`src/rtl/multdiv_iter.sv`:
```
// Iterative multiplier/divider working one bit per cycle on operand magnitudes,
// followed by a one-cycle sign fix-up. Private adder, valid/ready request and response.
module multdiv_iter #(
    parameter int unsigned WIDTH     = 32,
    parameter bit          EARLY_OUT = 1'b1
) (
    input  logic             clk,
    input  logic             rst_n,
    input  logic             req_valid_i,
    output logic             req_ready_o,
    input  logic [1:0]       op_i,
    input  logic [1:0]       signed_i,
    input  logic [WIDTH-1:0] a_i,
    input  logic [WIDTH-1:0] b_i,
    input  logic             data_ind_timing_i,
    input  logic             kill_i,
    output logic             rsp_valid_o,
    input  logic             rsp_ready_i,
    output logic [WIDTH-1:0] rsp_result_o,
    output logic             busy_o
);

    localparam int unsigned CntW = $clog2(WIDTH + 1);

    typedef enum logic [1:0] {StIdle, StComp, StFixup, StDone} state_e;
    typedef enum logic [1:0] {OpMul = 2'd0, OpMulh = 2'd1, OpDiv = 2'd2, OpRem = 2'd3} op_e;

    state_e             state_q, state_d;
    op_e                op_q, op_d;
    logic               dit_q, dit_d;
    logic               sign_a_q, sign_a_d;
    logic               sign_b_q, sign_b_d;
    logic               dbz_q, dbz_d;
    logic [CntW-1:0]    cnt_q, cnt_d;
    logic [2*WIDTH-1:0] prod_q, prod_d;
    logic [2*WIDTH-1:0] mcand_q, mcand_d;
    // Multiplier (shifted right each step) for MUL/MULH, divisor for DIV/REM
    logic [WIDTH-1:0]   opb_q, opb_d;
    logic [WIDTH-1:0]   quo_q, quo_d;
    logic [WIDTH:0]     rem_q, rem_d;
    logic [WIDTH-1:0]   result_q, result_d;

    // Request decode
    logic             accept;
    logic             req_sign_a, req_sign_b;
    logic [WIDTH-1:0] abs_a, abs_b;
    logic             req_dbz, dbz_early;

    assign accept     = req_valid_i & req_ready_o & ~kill_i;
    assign req_sign_a = a_i[WIDTH-1] & signed_i[0];
    assign req_sign_b = b_i[WIDTH-1] & signed_i[1];
    // Negating MIN wraps back to MIN, which read unsigned is the wanted magnitude
    assign abs_a      = req_sign_a ? -a_i : a_i;
    assign abs_b      = req_sign_b ? -b_i : b_i;
    assign req_dbz    = (abs_b == '0);
    assign dbz_early  = EARLY_OUT & ~data_ind_timing_i & op_i[1] & req_dbz;

    // Iteration step
    logic               is_mul;
    logic [2*WIDTH-1:0] mul_sum;
    logic [WIDTH:0]     rem_shift;
    logic [WIDTH+1:0]   div_diff;
    logic               last_iter, mul_early, comp_last;

    assign is_mul    = ~op_q[1];
    assign mul_sum   = prod_q + (opb_q[0] ? mcand_q : '0);
    assign rem_shift = {rem_q[WIDTH-1:0], quo_q[WIDTH-1]};
    assign div_diff  = {1'b0, rem_shift} - {2'b00, opb_q};
    assign last_iter = (cnt_q == CntW'(1));
    assign mul_early = EARLY_OUT & ~dit_q & ((opb_q >> 1) == '0);
    assign comp_last = last_iter | (is_mul & mul_early);

    // Sign fix-up
    logic [2*WIDTH-1:0] prod_fix;
    logic [WIDTH-1:0]   quo_fix, rem_fix;

    assign prod_fix = (sign_a_q ^ sign_b_q) ? -prod_q : prod_q;
    assign quo_fix  = ((sign_a_q ^ sign_b_q) & ~dbz_q) ? -quo_q : quo_q;
    assign rem_fix  = sign_a_q ? -rem_q[WIDTH-1:0] : rem_q[WIDTH-1:0];

    // State register
    always_ff @(posedge clk or negedge rst_n) begin
        if (!rst_n) begin
            state_q <= StIdle;
        end else begin
            state_q <= state_d;
        end
    end

    // Next-state logic; kill overrides everything including the response handshake
    always_comb begin
        state_d = state_q;
        unique case (state_q)
            StIdle:  if (accept) state_d = dbz_early ? StDone : StComp;
            StComp:  if (comp_last) state_d = StFixup;
            StFixup: state_d = StDone;
            StDone:  if (rsp_ready_i) state_d = StIdle;
            default: state_d = StIdle;
        endcase
        if (kill_i) begin
            state_d = StIdle;
        end
    end

    // Output logic
    always_comb begin
        req_ready_o = 1'b0;
        rsp_valid_o = 1'b0;
        busy_o      = 1'b1;
        unique case (state_q)
            StIdle: begin
                req_ready_o = 1'b1;
                busy_o      = 1'b0;
            end
            StDone:  rsp_valid_o = 1'b1;
            default: ;
        endcase
    end

    assign rsp_result_o = result_q;

    // Datapath next-state
    always_comb begin
        op_d     = op_q;
        dit_d    = dit_q;
        sign_a_d = sign_a_q;
        sign_b_d = sign_b_q;
        dbz_d    = dbz_q;
        cnt_d    = cnt_q;
        prod_d   = prod_q;
        mcand_d  = mcand_q;
        opb_d    = opb_q;
        quo_d    = quo_q;
        rem_d    = rem_q;
        result_d = result_q;
        unique case (state_q)
            StIdle: begin
                if (accept) begin
                    op_d     = op_e'(op_i);
                    dit_d    = data_ind_timing_i;
                    sign_a_d = req_sign_a;
                    sign_b_d = req_sign_b;
                    dbz_d    = req_dbz;
                    cnt_d    = CntW'(WIDTH);
                    prod_d   = '0;
                    mcand_d  = {{WIDTH{1'b0}}, abs_a};
                    opb_d    = abs_b;
                    quo_d    = abs_a;
                    rem_d    = '0;
                    if (dbz_early) begin
                        result_d = (op_i == OpRem) ? a_i : '1;
                    end
                end
            end
            StComp: begin
                cnt_d = cnt_q - CntW'(1);
                if (is_mul) begin
                    prod_d  = mul_sum;
                    mcand_d = mcand_q << 1;
                    opb_d   = opb_q >> 1;
                end else if (div_diff[WIDTH+1]) begin
                    // Trial subtract went negative: restore
                    rem_d = rem_shift;
                    quo_d = {quo_q[WIDTH-2:0], 1'b0};
                end else begin
                    rem_d = div_diff[WIDTH:0];
                    quo_d = {quo_q[WIDTH-2:0], 1'b1};
                end
            end
            StFixup: begin
                unique case (op_q)
                    OpMul:  result_d = prod_fix[WIDTH-1:0];
                    OpMulh: result_d = prod_fix[2*WIDTH-1:WIDTH];
                    OpDiv:  result_d = quo_fix;
                    OpRem:  result_d = rem_fix;
                endcase
            end
            default: ;
        endcase
    end

    // Datapath registers
    always_ff @(posedge clk or negedge rst_n) begin
        if (!rst_n) begin
            op_q     <= OpMul;
            dit_q    <= 1'b0;
            sign_a_q <= 1'b0;
            sign_b_q <= 1'b0;
            dbz_q    <= 1'b0;
            cnt_q    <= '0;
            prod_q   <= '0;
            mcand_q  <= '0;
            opb_q    <= '0;
            quo_q    <= '0;
            rem_q    <= '0;
            result_q <= '0;
        end else begin
            op_q     <= op_d;
            dit_q    <= dit_d;
            sign_a_q <= sign_a_d;
            sign_b_q <= sign_b_d;
            dbz_q    <= dbz_d;
            cnt_q    <= cnt_d;
            prod_q   <= prod_d;
            mcand_q  <= mcand_d;
            opb_q    <= opb_d;
            quo_q    <= quo_d;
            rem_q    <= rem_d;
            result_q <= result_d;
        end
    end

endmodule

```
`config.mk`:
```
export PLATFORM = sky130hd
export DESIGN_NAME = multdiv_iter
export DESIGN_NICKNAME = d
export VERILOG_FILES = /design/src/rtl/multdiv_iter.sv
export SDC_FILE = /design/constraint.sdc
export NUM_CORES = 1
export LEC_CHECK = 0
export CORE_MARGIN = 4
export CORE_UTILIZATION = 45
export DETAILED_ROUTE_END_ITERATION = 12
export SYNTH_ARGS = -nofsm -noshare
export SYNTH_HDL_FRONTEND = slang
export SYNTH_SLANG_ARGS = --single-unit
```
`constraint.sdc`:
```
create_clock -name clk -period 9.5 [get_ports clk]
set_input_delay 1.9 -clock clk [delete_from_list [all_inputs] [get_ports clk]]
set_output_delay 1.9 -clock clk [all_outputs]
set_load 0.02 [all_outputs]
```
==> out/results.tsv, run 1 <==
metric	value	unit
CP top delay family	simple AND/OR/NAND/NOR gates	
post-DP HPWL	56.74	mm
Synth Area in Adders	0.06281	
DR vias	21162	
asr flop ratio synth	1.000	
clk_lat worst skew	550	ps
beginning of the worst hold path	mcand_q[63]	
routed vias/inst	6.081	
Leak	10.68	nW
relative slew slack	0.2838	
top-area cell type share of the netlist area	0.3078	
Detailed Route WL	75.32	mm
compound-cell area share of the yosys netlist	0.2334	
Hold Path Cell Cnt	2	
VDD IR-drop max	0.2890	mV
gpl congestion	0.9525	
skew final	21.95	ps
setup TNS	0	ps
Final Non-Filler Cells	3480	
clk slew on worst S/H paths	60	ps
# nets final	3025	
crit path kind	in -> reg	
Core Box Area	47950	sq um
starting density of the core	0.4578	
FF-to-FF End	prod_q[60]	
WL/cell	21.64	um
dpl cell area	23470	sq um
Area contributors post-synth	dfrtp_1 31%, o21ai_0 7.1%, nand2_1 6.6%	
die area	52380	sq um
Rows	80	
worst hold path endpoint	mcand_q[63]	
pre-CTS setup slack	2421	ps
P per Cell Area	350.9	nW/um^2
layout cells sized above 1	0.04398	
number of flops mapped to enable cells by yosys	0	
CTS tree	yes	
worst r2r path cells	17	
postcts setup bufs	0	
FF+latch count, synth	270	
# setup viols final	0	
post-route cell area	24580	sq um
Die H	228.9	um
Hold Fails Final Rpt	0	
count of different cell masters after synthesis	77	
Main synth FF type	dfrtp_1	
cell taking the most area after synthesis	dfrtp_1	
crit-path max FO	31	
cts hold-fix bufs	0	
post-cts sizing count	0	
# H-tree levels	2	
Avg Cell Area, Syn	7.770	sq um
Worst Path Required	9930	ps
Least-Margin Pin Slew	1070	ps
most numerous cell in the Yosys netlist	nand2_1	
RSZ-0062 raised after global routing	no	
Mapped Cells	2825	
first-pass GRT wire length	117.0	mm
crit-path cells	clkdlybuf4s50_1, or3_1, nand2b_1, nor4_1, a21oi_1, o32ai_1, o2111ai_1, or4_1, or3b_4, o22ai_4, buf_4, mux2_1	
DR iter-0 viols	1810	
clk sink count	270	
max-slew violations	0	
max-cap violation count	0	
Port Buf Inserts	108	
reg2reg setup slack	3930	ps
DRC	0	
number of antenna violations at the first check in global routing	3	
fmax	150.6	MHz
Area growth, synth to finish	12.00	%
CP max stage delay	690	ps
Min Hold Slack	482.3	ps
crit share post-route	0.6991	
largest net degree at the start of global routing	113	
CP Launch Type	input pin	
top post-synthesis cells by count	386 x nand2_1, 311 x o21ai_0, 270 x dfrtp_1	
DR pass1 iterations	5	
Simple-Gate Fraction of Synth Area	0.2139	
Num CTS Buffers	35	
ANT cells	0	
worst min path class	reg -> reg	
I/O pins	109	
Mapped Area	21950	sq um
largest family of logic cells by synthesized area	compound AO/OA/AOI/OAI gates	
FF-to-FF Start	opb_q[0]	
syn nets	3008	
status	completed	
xor/xnor cell area share of the yosys netlist	0.1021	
Clock Tree Buf Depth	3	
WP data arrival	7070	ps
Antenna Violating Nets Remaining	0	
post-layout min period	6641	ps
grt total ovfl	0	
setup ws final	2859	ps
Die X	228.9	um
gr usage total	0.2786	
sequential area share after synthesis	0.3078	
vias in the first global route	19764	
placed cell count	3420	
yosys warns	0	
multiplexer share of the synthesized area	0.03528	
CP endpoint kind	register	
CP bufs+invs	2	
slowest cell on the critical path	o22ai_4	
Root Buffer	clkbuf_16	
state kept, by name, indices dropped and copies added, names as in the netlist:
name / cells
cnt_q: 6
dbz_q: 1
dit_q: 1
mcand_q: 64
op_q: 2
opb_q: 32
prod_q: 64
quo_q: 32
rem_q: 32
rsp_result_o: 32
sign_a_q: 1
sign_b_q: 1
state_q: 2
worst min-delay path, cell delays in order (launching register included):
cell and delay, ps:
dfrtp_1 340, nand2_1 50, o21ai_0 60
power by group:
part / leakage [nW] / switching (W) / internal [W]
clock network: 0.550 / 0.000543 / 0.000783
logic: 6.64 / 0.00348 / 0.00184
registers: 3.49 / 0.000481 / 0.00150
cell type report:
cell class	instances	area, sq um
clock inverter	9	76.32
multi-input combinational	2301	14280
sequential	270	6758
inverter	98	367.9
timing repair buffer	136	1296
tap	615	769.5
clock buffer	51	1039
fill	4639	23360
per-stage QoR:
step                  util  power [W]
finish              0.5128   0.008626
global route        0.5128   0.009187
CTS                 0.5128   0.008563
detailed placement  0.4895   0.007198
global placement    0.4895   0.007115
floorplan                -   0.005374
how the worst max path moves through the flow:
stage,startpoint,endpoint,cells after the start
after detailed placement,b_i[9],rsp_result_o[21],13
final,b_i[4],rsp_result_o[21],12
after floorplan,b_i[8],rsp_result_o[3],13
after global placement,b_i[6],rsp_result_o[3],13
after global routing,b_i[9],rsp_result_o[3],13
after CTS,b_i[9],rsp_result_o[21],13
placed cells by master (no fill, tap or decap), types with 48 or more instances in the layout:
master / synthesis / routed
a21oi_1: 255 / 254
a31oi_1: 48 / 48
and2_1: 71 / 71
clkdlybuf4s50_1: 0 / 107
dfrtp_1: 270 / 269
ha_1: 107 / 106
inv_1: 96 / 96
nand2_1: 386 / 385
nand3_1: 60 / 59
nor2_1: 235 / 234
nor3_1: 57 / 57
o21ai_0: 311 / 311
xnor2_1: 130 / 129
xor2_1: 126 / 125
cell families after synthesis:
| group | count (synthesis) |
|---|---|
| AO/OA/AOI/OAI | 863 |
| XOR/XNOR | 256 |
| adder cells (fa/ha/maj) | 109 |
| buffers and inverters | 254 |
| flip-flops | 270 |
| multiplexers | 64 |
| AND/OR/NAND/NOR | 1009 |
metal layers:
metal  up-vias  part of all wire  track usage
met5         -           0.00031            0
met2       703              0.44       0.4286
met3       139             0.067      0.05010
met1     10208              0.46       0.4005
li1      10108                 -            -
met4         4             0.031      0.08482
No activity file was read; power rests on OpenSTA's default activity.
==> inputs of run 2 (changes only) <==
- clock period: 9.5 -> 6.8 ns (I/O delays scaled with it)
==> out/results.tsv, run 2 (synthesized netlist as in run 1, its figures left out) <==
metric	value	unit
status	completed	
beginning of the worst hold path	rsp_result_o[20]	
setup TNS	0	ps
# H-tree levels	2	
max-cap violation count	0	
postcts setup bufs	0	
CTS tree	yes	
layout cells sized above 1	0.04533	
Num CTS Buffers	35	
FF-to-FF End	prod_q[60]	
CP endpoint kind	register	
DRC	0	
Hold Path Cell Cnt	1	
Detailed Route WL	75.81	mm
gpl congestion	0.9508	
vias in the first global route	20081	
fmax	181.2	MHz
Least-Margin Pin Slew	1114	ps
gr usage total	0.2799	
Port Buf Inserts	108	
worst hold path endpoint	rsp_result_o[20]	
RSZ-0062 raised after global routing	no	
Leak	10.71	nW
WP data arrival	5950	ps
commonest non-fill, non-tap cell in the layout	nand2_1	
Power Total	0.01207	W
slowest cell on the critical path	or4_1	
clk_lat worst skew	550	ps
routed vias/inst	6.119	
clk slew on worst S/H paths	60	ps
max-slew violations	0	
reg2reg setup slack	1680	ps
WL/cell	21.76	um
number of antenna violations at the first check in global routing	1	
DR vias	21320	
FF-to-FF Start	opb_q[0]	
Worst Path Required	7230	ps
worst r2r path cells	17	
biggest regs	mcand_q (64), prod_q (64)	
DR iter-0 viols	2081	
Rows	80	
post-cts sizing count	0	
post-DP HPWL	56.96	mm
crit-path max FO	40	
CP Launch Type	input pin	
Core Box Area	47950	sq um
largest net degree at the start of global routing	156	
Clock Tree Buf Depth	3	
Area growth, synth to finish	12.28	%
DR pass1 iterations	8	
# nets final	3027	
first-pass GRT wire length	117.7	mm
clock power share	0.154	
crit-path cells	clkdlybuf4s50_1, or3_1, nor2_2, nand4_2, or3_4, o31ai_4, xor2_1, nand3_1, or4_1, or3b_4, o22ai_4, buf_4, mux2_2	
Internal	0.005768	W
sw frac	0.5223	
Die H	228.9	um
VDD IR-drop max	0.4516	mV
crit share post-route	0.8115	
Hold Fails Final Rpt	0	
# setup viols final	0	
P per Cell Area	489.9	nW/um^2
Antenna Violating Nets Remaining	0	
P_sw	0.006305	W
combinational power share	0.616	
fraction of power consumed by sequential logic	0.230	
starting density of the core	0.4578	
relative slew slack	0.2572	
crit path kind	in -> reg	
Root Buffer	clkbuf_16	
grt total ovfl	0	
I/O pins	109	
Die X	228.9	um
post-layout min period	5518	ps
clk sink count	270	
skew final	24.00	ps
CP max stage delay	580	ps
die area	52380	sq um
worst min path class	reg -> reg	
cts hold-fix bufs	0	
most frequent cells in the layout	385 x nand2_1, 311 x o21ai_0, 269 x dfrtp_1	
run 2: changes by cell type in the layout (fill, tap and decap cells not counted), sizes merged:
cell	before	now
bufinv	1	0
buf	29	31
clkinv	8	7
diode	0	1
clkinvlp	1	2
clkbuf	51	53
run 2: worst max-delay path, delay by kind of cell:
family / cells / cell delay (ps)
mux: 1 / 390
xor+xnor: 1 / 210
simple gates: 7 / 2630
compound gates: 2 / 290
buf+inv: 2 / 1000
run 2: how the worst max path moves through the flow:
| stage | cells past startpoint | slack (ps) | to | startpoint |
|---|---|---|---|---|
| 5_1_grt | 15 | 980 | rsp_result_o[26] | b_i[6] |
| 3_5_place_dp | 13 | 770 | rsp_result_o[3] | b_i[10] |
| 3_3_place_gp | 13 | 840 | rsp_result_o[3] | b_i[6] |
| 4_1_cts | 15 | 1350 | rsp_result_o[3] | b_i[0] |
| 2_1_floorplan | 13 | 1940 | rsp_result_o[3] | b_i[8] |
| 6_report | 13 | 1280 | rsp_result_o[3] | b_i[4] |
run 2: final cells by class:
class | instances | area [sq um]
Tap cell | 615 | 769.5
Inverter | 98 | 367.9
Clock inverter | 8 | 45.04
Clock buffer | 53 | 1076
Multi-Input combinational cell | 2301 | 14280
Timing Repair Buffer | 138 | 1349
Antenna cell | 1 | 2.502
Sequential cell | 270 | 6758
Fill cell | 4630 | 23300
run 2: per-stage QoR:
step                hold slack [ps]  cell area (sq um)  utilization  instances  worst slack (ps)
floorplan                     450.2              21950            -       2825              1940
global placement              467.6              23520       0.4906       3422             843.4
detailed placement            477.4              23520       0.4906       3422             775.0
CTS                           490.0              24640       0.5140       3483              1349
global route                  512.9              24640       0.5140       3483             983.9
finish                        487.4              24650       0.5140       3484              1282
run 2: power groups by stage:
stage          logic [W]  clock network [W]  registers (W)
2_1_floorplan    0.00492                  0        0.00259
3_3_place_gp     0.00716                  0        0.00277
3_5_place_dp     0.00726                  0        0.00278
4_1_cts          0.00730            0.00189        0.00276
5_1_grt          0.00802            0.00195        0.00284
6_report         0.00744            0.00186        0.00278
run 2: layer usage:
| layer | part of all wire | track usage |
|---|---|---|
| met5 | 0 | 0 |
| met4 | 0.025 | 0.07493 |
| met3 | 0.067 | 0.03689 |
| met2 | 0.44 | 0.4347 |
| met1 | 0.46 | 0.4117 |
==> inputs of run 3 (changes only) <==
- clock period: 6.8 -> 4.6 ns (I/O delays scaled with it)
==> out/results.tsv, run 3 (synthesized netlist as in run 1, its figures left out) <==
metric	value	unit
status	completed	
Least-Margin Pin Slew	985.0	ps
first-pass GRT wire length	117.4	mm
Register Area	6758	sq um
biggest regs	mcand_q (64), prod_q (64)	
Port Buf Inserts	108	
post-layout min period	4424	ps
Num CTS Buffers	36	
setup TNS	0	ps
P per Cell Area	708.7	nW/um^2
most frequent cells in the layout	385 x nand2_1, 311 x o21ai_0, 269 x dfrtp_1	
# setup viols final	0	
layout cells sized above 1	0.08796	
number of antenna violations at the first check in global routing	4	
gr usage total	0.2799	
post-DP HPWL	58.20	mm
gpl congestion	0.9608	
Rows	80	
clk sink count	270	
placed cell count	3541	
crit-path cells	clkdlybuf4s50_1, or4_4, nor4_2, nand3_1, o41ai_1, xor2_1, nand4_1, or4_1, or3b_4, o22ai_4, buf_12, mux2_1	
slowest cell on the critical path	or4_4	
largest net degree at the start of global routing	90	
Root Buffer	clkbuf_16	
Die X	228.9	um
DR iter-0 viols	2100	
Detailed Route WL	76.17	mm
Leak	11.38	nW
I/O pins	109	
skew final	18.12	ps
Antenna Violating Nets Remaining	0	
fill cell count	4560	
vias in the first global route	20280	
CP max stage delay	590	ps
Power Total	0.01826	W
Die H	228.9	um
commonest non-fill, non-tap cell in the layout	nand2_1	
CP Launch Type	input pin	
WL/cell	21.12	um
crit path kind	in -> reg	
Clock Tree Buf Depth	3	
clk slew on worst S/H paths	60	ps
# H-tree levels	2	
relative slew slack	0.3433	
Multi-input gate area	14320	sq um
WP data arrival	4850	ps
grt total ovfl	0	
RSZ-0062 raised after global routing	no	
CP endpoint kind	register	
crit-path max FO	22	
starting density of the core	0.4578	
Final Non-Filler Cells	3606	
max-cap violation count	0	
cts hold-fix bufs	0	
crit share post-route	0.9617	
fmax	226.1	MHz
routed vias/inst	5.962	
Area growth, synth to finish	17.37	%
DR vias	21500	
final core utilization	0.5373	
Hold Fails Final Rpt	0	
worst min path class	in -> async	
DR pass1 iterations	6	
# nets final	3148	
VDD IR-drop max	0.6197	mV
Core Box Area	47950	sq um
die area	52380	sq um
Worst Path Required	5020	ps
DRC	0	
clk_lat worst skew	550	ps
CTS tree	yes	
max-slew violations	0	
[run 3: changes by cell type in the layout (fill, tap and decap cells not counted), sizes merged]
cell,change
bufinv,+5
clkinvlp,-1
buf,+119
clkinv,+5
clkbuf,-6
[run 3: final timing paths]
path                             startpoint               end  slack [ps]  cells after the start
max                                  b_i[8]  rsp_result_o[18]         180                     12
min                                   rst_n         rem_q[21]         340                      1
max reg2reg                        opb_q[0]        prod_q[47]         230                     17
min reg2reg                rsp_result_o[21]  rsp_result_o[21]         480                      1
max in group asynchronous             rst_n        prod_q[11]        3210                      2
min in group clk           rsp_result_o[21]  rsp_result_o[21]         480                      1
[run 3: worst max-delay path: cells and delay by family]
family	cells	cell delay (ps)
simple gates	6	2150
buf+inv	2	640
compound gates	2	520
mux	1	350
xor+xnor	1	240
[run 3: report_power, final]
group	internal [W]	total, W	switching (W)
clock	0.00181	0.00295	0.00114
sequential	0.00309	0.00408	0.000989
combinational	0.00403	0.0112	0.00720
total	0.00893	0.0183	0.00933
[run 3: layout make-up]
type | count | area share
inverter | 98 | 0.01428
multi-input combinational | 2301 | 0.5560
antenna | 1 | 0.00009713
clock inverter | 17 | 0.008256
tap | 615 | 0.02987
sequential | 270 | 0.2623
timing repair buffer | 258 | 0.09043
clock buffer | 46 | 0.03880
[run 3: metal layers]
layer,part of all wire,vias to the layer above,global-route usage
met4,0.036,6,0.09852
li1,-,10341,-
met1,0.46,10292,0.3962
met2,0.44,722,0.4327
met5,0.00056,-,0
met3,0.070,139,0.04885
[run 3: stage by stage]
stage / cell area, sq um / hold slack (ps) / setup WS (ps)
after floorplan: 21950 / 450.2 / 179.5
after global placement: 24480 / 468.4 / -487.0
after detailed placement: 24480 / 475.1 / -541.6
after CTS: 25680 / 334.7 / 16.19
after global routing: 25760 / 362.1 / 14.14
final: 25760 / 340.0 / 176.3
[run 3: what timing repair did]
| action | in CTS | in global routing |
|---|---|---|
| cloned | 0 | 1 |
| pin swaps | 0 | 2 |
| setup endpoints to repair | 1 | 36 |
| setup buffers | 0 | 1 |
| gates resized for setup | 0 | 9 |
